### config.mk
export PLATFORM = sky130hd
export DESIGN_NAME = pc_sequencer
export DESIGN_NICKNAME = d
export VERILOG_FILES = /design/src/rtl/pc_sequencer.sv
export SDC_FILE = /design/constraint.sdc
export NUM_CORES = 1
export LEC_CHECK = 0
export CAP_MARGIN = 0
export CORE_MARGIN = 4
export CORE_UTILIZATION = 34
export DETAILED_ROUTE_END_ITERATION = 10
export HOLD_SLACK_MARGIN = 0.06
export PLACE_DENSITY = 0.68
export SYNTH_ARGS = -nofsm -noshare
export SYNTH_HDL_FRONTEND = slang
export SYNTH_SLANG_ARGS = --single-unit
### constraint.sdc
create_clock -name clk -period 7.4 [get_ports clk]
set_input_delay 1.48 -clock clk [delete_from_list [all_inputs] [get_ports clk]]
set_output_delay 1.48 -clock clk [all_outputs]
set_load 0.02 [all_outputs]
### src/rtl/pc_sequencer.sv
// Program-counter sequencer: next-PC selection for branch/jump/jr/eret,
// exception entry with epc/cause capture, and a RUN/HALT state machine.
//
// state   | meaning
// --------+-----------------------------------------------------------
// ST_RUN  | normal fetch; next pc chosen by the redirect priority chain
// ST_HALT | pc/epc/cause frozen; only exception or resume leave it
module pc_sequencer #(
    parameter int                 WIDTH        = 32,
    parameter logic [WIDTH-1:0]   RESET_VECTOR = WIDTH'(32'h0000_0000),
    parameter logic [WIDTH-1:0]   EXC_VECTOR   = WIDTH'(32'h0000_0080)
) (
    input  logic             clk,
    input  logic             reset,
    input  logic             stall,
    input  logic             branch_taken,
    input  logic [15:0]      branch_offset,
    input  logic             jump,
    input  logic [25:0]      jump_index,
    input  logic             jr,
    input  logic [WIDTH-1:0] jr_addr,
    input  logic             exception,
    input  logic             eret,
    input  logic             halt,
    input  logic             resume,
    output logic [WIDTH-1:0] pc,
    output logic [WIDTH-1:0] pc_plus4,
    output logic [WIDTH-1:0] epc,
    output logic [1:0]       cause,
    output logic             halted,
    output logic             trap
);

    localparam logic [0:0] ST_RUN  = 1'b0;
    localparam logic [0:0] ST_HALT = 1'b1;

    localparam logic [1:0] CAUSE_NONE = 2'd0;
    localparam logic [1:0] CAUSE_EXT  = 2'd1;
    localparam logic [1:0] CAUSE_MIS  = 2'd2;

    logic [0:0]       state_q, state_n;
    logic [WIDTH-1:0] pc_q, pc_n;
    logic [WIDTH-1:0] epc_q, epc_n;
    logic [1:0]       cause_q, cause_n;
    logic             trap_q, trap_n;

    logic [WIDTH-1:0] branch_target;
    logic [WIDTH-1:0] jump_target;
    logic             jr_misaligned;

    assign pc_plus4      = pc_q + WIDTH'(4);
    assign branch_target = pc_plus4 + {{(WIDTH-18){branch_offset[15]}}, branch_offset, 2'b00};
    assign jump_target   = {pc_plus4[WIDTH-1:28], jump_index, 2'b00};
    assign jr_misaligned = jr && (jr_addr[1:0] != 2'b00);

    always_comb begin
        state_n = state_q;
        pc_n    = pc_q;
        epc_n   = epc_q;
        cause_n = cause_q;
        trap_n  = 1'b0;
        if (state_q == ST_HALT) begin
            if (exception) begin
                pc_n    = EXC_VECTOR;
                epc_n   = pc_q;
                cause_n = CAUSE_EXT;
                trap_n  = 1'b1;
                state_n = ST_RUN;
            end else if (resume) begin
                state_n = ST_RUN;
            end
        end else begin
            // misaligned jr traps even under stall: it ranks above stall
            if (exception || jr_misaligned) begin
                pc_n    = EXC_VECTOR;
                epc_n   = pc_q;
                cause_n = exception ? CAUSE_EXT : CAUSE_MIS;
                trap_n  = 1'b1;
            end else if (halt) begin
                state_n = ST_HALT;
            end else if (eret) begin
                pc_n    = epc_q;
                cause_n = CAUSE_NONE;
            end else if (stall) begin
                pc_n = pc_q;
            end else if (jr) begin
                pc_n = jr_addr;
            end else if (jump) begin
                pc_n = jump_target;
            end else if (branch_taken) begin
                pc_n = branch_target;
            end else begin
                pc_n = pc_plus4;
            end
        end
    end

    always_ff @(posedge clk) begin
        if (reset) begin
            state_q <= ST_RUN;
            pc_q    <= RESET_VECTOR;
            epc_q   <= '0;
            cause_q <= CAUSE_NONE;
            trap_q  <= 1'b0;
        end else begin
            state_q <= state_n;
            pc_q    <= pc_n;
            epc_q   <= epc_n;
            cause_q <= cause_n;
            trap_q  <= trap_n;
        end
    end

    assign pc     = pc_q;
    assign epc    = epc_q;
    assign cause  = cause_q;
    assign halted = (state_q == ST_HALT);
    assign trap   = trap_q;

endmodule

==> impl_metrics.yaml, run 1 <==
synth:
  synth.top_cell.area_share_pct: 23.6
  yosys.area_share.simple_pct: 23.4
  synth_xor_area_share_pct: 7.25
  netlist_area_mm2: 0.00578
  ys.warnings.count: 0
  syn_avg_cell_area_um2: 7.50
  yosysMostFrequentCell: "nand2_1"
  synth_compound_area_share_pct: 31.4
  synth-edff-count: 0
  yosys-mux-area-fraction_pct: 0.866
  yosysSeqAreaShare_pct: 23.6
  syn-num-nets: 892
  async_reset_ff_share_pct: 0
  synth_top_family_by_area: "compound AO/OA/AOI/OAI gates"
  ys.flop_type: "dfxtp_1"
  syn_inst: 771
  ys_seq_elements: 68
  yosys-top-cells-count: "122 x nand2_1, 80 x a21oi_1, 68 x dfxtp_1"
  synth_fa_ha_area_share_pct: 8.14
  yosys-top-cells-area: "dfxtp_1 24%, nand2_1 7.9%, ha_1 7.8%"
  synth_cell_types: 81
  yosysTopAreaCell: "dfxtp_1"
setup_path:
  crit_buf_inv: 1
  path_class: "reg -> out"
  crit_chain: "ha_1 -> and4_4 -> nand3_2 -> or2_2 -> nor2_1 -> xor2_1 -> clkdlybuf4s50_1"
  cp_data_required_time_ns: 5.92
  crit_fanout: 8
  startpoint_type: "flip-flop"
  critPathTopFamily: "simple AND/OR/NAND/NOR gates"
  max_stage_delay_ns: 0.69
  cp_slowest_cell: "clkdlybuf4s50_1"
  end_kind: "primary output"
  cp.arrival_ns: 3.13
timing:
  clock.fmax_mhz: 217
  drv_slew: 0
  timing.final.ws_setup_ns: 2.79
  setup_viol: 0
  rsz0062_at_grt: "no"
  finalCriticalPeriod_ns: 4.61
  hold_ws_ns: 0.461
  worst_pin_slew_ns: 0.982
  setup_tns_ns: 0
  finalHoldViolations: 0
  fin_skew_ns: 0.00790
  relSlewSlack_pct: 34.4
  period_share_pct: 62.3
worst_hold_path:
  hp-class: "reg -> reg"
detailed_routing:
  ant_nets: 0
  via_count: 6569
  vias_per_cell: 5.70
  first_pass_iters: 5
  routedWlPerCell_um: 20.0
  drt-total-wl_um: 23000
  drt_iter0_markers: 463
  drc: 0
power_and_ir_drop:
  pwr-share-seq_pct: 38.3
  vdd.ir_drop.worst_v: 0.000100
  clockPowerShare_pct: 37.8
  design_power_total_mw: 0.996
  p_leak_nw: 2.98
  combPwrFrac_pct: 23.8
  p_int_mw: 0.699
  swShare_pct: 29.8
  p_sw_mw: 0.297
  power_density_mw_per_mm2: 125
finish:
  final-instance-count-excl-fill: 1153
  final_nets: 1050
  area_growth_pct: 38.0
  final_util_pct: 47.9
  design_area_mm2: 0.00797
  drive_above_1_share_pct: 5.79
  antennaDiodeCount: 0
clocking:
  post_cts_buffers: 0
  cts_tree: "yes"
  clockBufferDepth: 2
  cts-htree-levels: 3
  cts_made_buffers: 9
  cts_sinks: 68
  ctsHoldBuffers: 0
  cts_root_buf: "clkbuf_16"
  clk_latency_ns: 0.33
  cts_resized: 0
  clkTransAtPathRegs_ns: 0.06
grt:
  use_met3_pct: 5.42
  grt_busiest_layer: "met2"
  use_met2_pct: 35.6
  overflow: 0
  grt_start_max_net_pins: 49
  antenna_found_initial: 0
  grt_pass1_vias: 6248
  grt_util_all_layers_pct: 22.9
  grt_pass1_wl_um: 35600
  grt_use_met1_pct: 31.4
floorplan:
  die_y_um: 138
  die_width_um: 138
  start_util_pct: 34.7
  die-area_mm2: 0.0191
  ios: 184
  rows: 47
  core_mm2: 0.0166
place:
  place_worst_setup_slack_ns: 2.58
  dpl-instance-area_mm2: 0.00771
  dp_cells: 1138
  routabilityCongestion: 0.979
  numPortBuffers: 183
  dp_hpwl_um: 18000
flow_run:
  maxCapViolCount: 0
status:
  status: "complete, no violations"
==> cell usage in the layout, fill, tap and decap left out, types with 4 or more instances in the layout <==
master	instances
clkdlybuf4s50_1	182
nand2_1	122
a21oi_1	79
dfxtp_1	68
nor2_1	58
o21ai_0	56
ha_1	36
xnor2_1	27
nand3_1	23
xor2_1	19
a21o_1	17
a211oi_1	16
inv_1	16
a22oi_1	15
o31ai_1	11
nor3_1	10
nand4_1	9
clkbuf_16	9
buf_4	9
nand2b_1	8
a31oi_1	7
o211ai_1	6
and3_1	6
o21a_1	6
and4_4	5
and4_1	5
mux2i_1	5
o22ai_1	5
o221ai_1	5
or3_1	4
a22o_1	4
a21oi_2	4
nor2b_1	4
a222oi_1	4
==> flip-flops by register name, summed over array words and instances, names as in the netlist <==
register	count
pc	32
cause	2
epc	32
trap	1
halted	1
==> final timing paths <==
check / startpoint / end / slack [ns] / cells after the start
worst max-delay path: pc[2]$_SDFFE_PP0P_ / pc_plus4[26] / 2.79 / 7
worst min-delay path: epc[5]$_SDFFE_PP0P_ / epc[5]$_SDFFE_PP0P_ / 0.46 / 2
worst max register to register: pc[2]$_SDFFE_PP0P_ / pc[17]$_SDFFE_PP0P_ / 3.32 / 13
worst min register to register: epc[5]$_SDFFE_PP0P_ / epc[5]$_SDFFE_PP0P_ / 0.46 / 2
==> cells by family after synthesis <==
| group | count (synthesis) |
|---|---|
| compound gates | 275 |
| simple gates | 275 |
| flops | 68 |
| buf+inv | 64 |
| xor+xnor | 47 |
| fa+ha+maj | 37 |
| mux | 5 |
==> cell type report <==
class / count / area [µm²]
well taps: 220 / 275
fillers: 1640 / 8670
flip-flops and latches: 68 / 1360
clock inverters: 5 / 30.0
clock buffers: 10 / 229
multi-input cells: 639 / 4110
repair buffers: 192 / 1890
inverters: 19 / 71.3
==> worst reg2reg max path, stage by stage, from the launching register on <==
cell and delay [ns]:
dfxtp_1 0.49, ha_1 0.27, and4_4 0.29, and3_1 0.22, nand3_1 0.11, xnor2_1 0.31
ha_1 0.36, a211oi_1 0.25, o21ai_0 0.15, a211oi_2 0.40, nor3_1 0.13, o31a_1 0.25
a221oi_1 0.52, o221ai_1 0.18
==> power by group through the flow <==
stage,Sequential [mW],Clock [mW],Combinational (mW)
finish,0.382,0.377,0.237
global route,0.382,0.401,0.256
CTS,0.381,0.385,0.235
detailed placement,0.389,0,0.233
global placement,0.389,0,0.234
floorplan,0.392,0,0.124
==> per-layer routing <==
layer | vias up | share of wire [%] | wire length (µm)
li1 | 3161 | - | -
met1 | 3048 | 44 | 10100
met2 | 314 | 45 | 10300
met3 | 46 | 8.9 | 2050
met4 | 0 | 2.8 | 637
met5 | - | 0 | 0
Power figures use the tool's default switching activity.
==> run 2, diff against run 1 <==
- PLACE_DENSITY: 0.68 -> 0.7
- clock period: 7.4 -> 4.2 ns (I/O delays scaled with it)
==> run 2 against run 1 <==
  * Clock-buffer cell count is the same
  * Critical path type is now reg -> reg
  * Clock skew is 0.0020 ns lower
  * Final cell count grew 2.0%
  * Critical endpoint is now pc[29]$_SDFFE_PP0P_
  * Highest routed layer unchanged
==> impl_metrics.yaml, run 2 (synthesized netlist as in run 1, its figures left out) <==
status:
  status: "complete, no violations"
floorplan:
  ios: 184
  die_y_um: 138
  die_width_um: 138
  die-area_mm2: 0.0191
  rows: 47
  start_util_pct: 34.7
  core_mm2: 0.0166
clocking:
  cts-htree-levels: 3
  cts_tree: "yes"
  cts_root_buf: "clkbuf_16"
  clockBufferDepth: 2
  clkTransAtPathRegs_ns: 0.06
  cts_sinks: 68
  post_cts_buffers: 0
  cts_made_buffers: 9
  clk_latency_ns: 0.33
timing:
  relSlewSlack_pct: 61.5
  setup_viol: 0
  period_share_pct: 93.8
  clock.fmax_mhz: 254
  finalCriticalPeriod_ns: 3.94
  fin_skew_ns: 0.00592
  rsz0062_at_grt: "no"
  drv_slew: 0
  setup_tns_ns: 0
  finalHoldViolations: 0
  worst_pin_slew_ns: 0.578
grt:
  antenna_found_initial: 0
  overflow: 0
  grt_util_all_layers_pct: 23.8
  grt_start_max_net_pins: 36
  grt_pass1_vias: 6405
  grt_pass1_wl_um: 36800
finish:
  layout_common_cells: "182 x clkdlybuf4s50_1, 122 x nand2_1, 79 x a21oi_1"
  final_common_cell: "clkdlybuf4s50_1"
  final_nets: 1072
  drive_above_1_share_pct: 8.37
  nFillCells: 1596
  area_growth_pct: 42.2
  antennaDiodeCount: 0
  final-instance-count-excl-fill: 1176
setup_path:
  crit_start: "pc[2]$_SDFFE_PP0P_"
  end_kind: "flip-flop"
  cp.arrival_ns: 4.14
  crit_fanout: 8
  max_stage_delay_ns: 0.46
  startpoint_type: "flip-flop"
  crit_buf_inv: 0
  reg2reg_setup_slack_ns: 0.26
  crit_chain: "ha_1 -> and4_4 -> nand3_2 -> nor2_1 -> nand4_1 -> xnor2_2 -> ha_1 -> a21o_1 -> a21o_1 -> a21oi_1 -> nand2b_1 -> a21boi_0 -> a311o_1 -> mux2i_1 -> nand3_1"
  reg2reg_depth: 15
  critPathTopFamily: "compound AO/OA/AOI/OAI gates"
  r2r_end: "pc[29]$_SDFFE_PP0P_"
  cp.depth: 15
  cp_slowest_cell: "dfxtp_1"
  cp-endpoint: "pc[29]$_SDFFE_PP0P_"
  r2r_start: "pc[2]$_SDFFE_PP0P_"
  path_class: "reg -> reg"
  cp_data_required_time_ns: 4.40
detailed_routing:
  drc: 0
  first_pass_iters: 5
  drt_iter0_markers: 775
  ant_nets: 0
  routedWlPerCell_um: 20.4
  via_count: 6760
  vias_per_cell: 5.75
  drt-total-wl_um: 24000
place:
  dp_cells: 1160
  dp_hpwl_um: 18500
  numPortBuffers: 183
  routabilityCongestion: 1.03
power_and_ir_drop:
  power_density_mw_per_mm2: 235
  vdd.ir_drop.worst_v: 0.000182
  p_leak_nw: 3.13
flow_run:
  maxCapViolCount: 0
worst_hold_path:
  hp-class: "reg -> reg"
-- run 2: power by group --
part	switching, mW	total [mW]	internal (mW)	leakage (nW)
clock	0.292	0.828	0.536	0.159
sequential	0.0131	0.668	0.655	0.550
combinational	0.244	0.435	0.191	2.42
total	0.550	1.93	1.38	3.13
-- run 2: worst register-to-register path, delay by kind of cell (launching register included) --
| family | cells | cell delay (ns) |
|---|---|---|
| AOI/OAI and AO/OA | 5 | 1.12 |
| xor gates and xnor gates | 1 | 0.26 |
| adders and majority gates | 2 | 0.61 |
| DFF | 1 | 0.46 |
| muxes | 1 | 0.33 |
| and+or+nand+nor | 6 | 1.04 |
-- run 2: layout make-up --
| class | count | area (µm²) | area share [%] |
|---|---|---|---|
| multi-input combinational | 639 | 4130 | 50.2 |
| timing repair buffer | 214 | 2060 | 25.1 |
| sequential | 68 | 1360 | 16.6 |
| tap | 220 | 275 | 3.35 |
| clock buffer | 10 | 239 | 2.91 |
| clock inverter | 6 | 86.3 | 1.05 |
| inverter | 19 | 71.3 | 0.868 |
-- run 2: timing repair --
item | in CTS | in global routing
resized for setup | 0 | 2
hold buffers | 0 | 0
setup endpoints to repair | 0 | 3
-- run 2: per-stage QoR --
stage	total power, mW	instance area (µm²)	hold WS (ns)	worst slack, ns	utilization (%)
2_1_floorplan	0.909	5780	0.537	0.291	-
3_3_place_gp	1.11	7880	0.449	0.287	47.3
3_5_place_dp	1.11	7880	0.461	0.302	47.3
4_1_cts	1.93	8210	0.469	0.245	49.3
5_1_grt	2.01	8220	0.487	0.0412	49.4
6_report	1.93	8220	0.466	0.261	49.4
-- run 2: per-layer routing --
metal,track usage [%],wire (µm),vias up,part of all wire (%)
met4,5.77,469,0,2.0
met3,5.25,2060,39,8.6
met1,33.7,10800,3164,45
met5,0,0,-,0
li1,-,-,3203,-
met2,36.8,10700,354,45
-- run 2: how the worst min path moves through the flow --
stage                     slack (ns)  cells past startpoint                  from              endpoint
after global placement          0.45                      2  epc[15]$_SDFFE_PP0P_  epc[15]$_SDFFE_PP0P_
final                           0.47                      2  epc[15]$_SDFFE_PP0P_  epc[15]$_SDFFE_PP0P_
after floorplan                 0.54                      2  epc[24]$_SDFFE_PP0P_  epc[24]$_SDFFE_PP0P_
after CTS                       0.47                      2  epc[15]$_SDFFE_PP0P_  epc[15]$_SDFFE_PP0P_
after global routing            0.49                      2  epc[15]$_SDFFE_PP0P_  epc[15]$_SDFFE_PP0P_
after detailed placement        0.46                      2  epc[15]$_SDFFE_PP0P_  epc[15]$_SDFFE_PP0P_
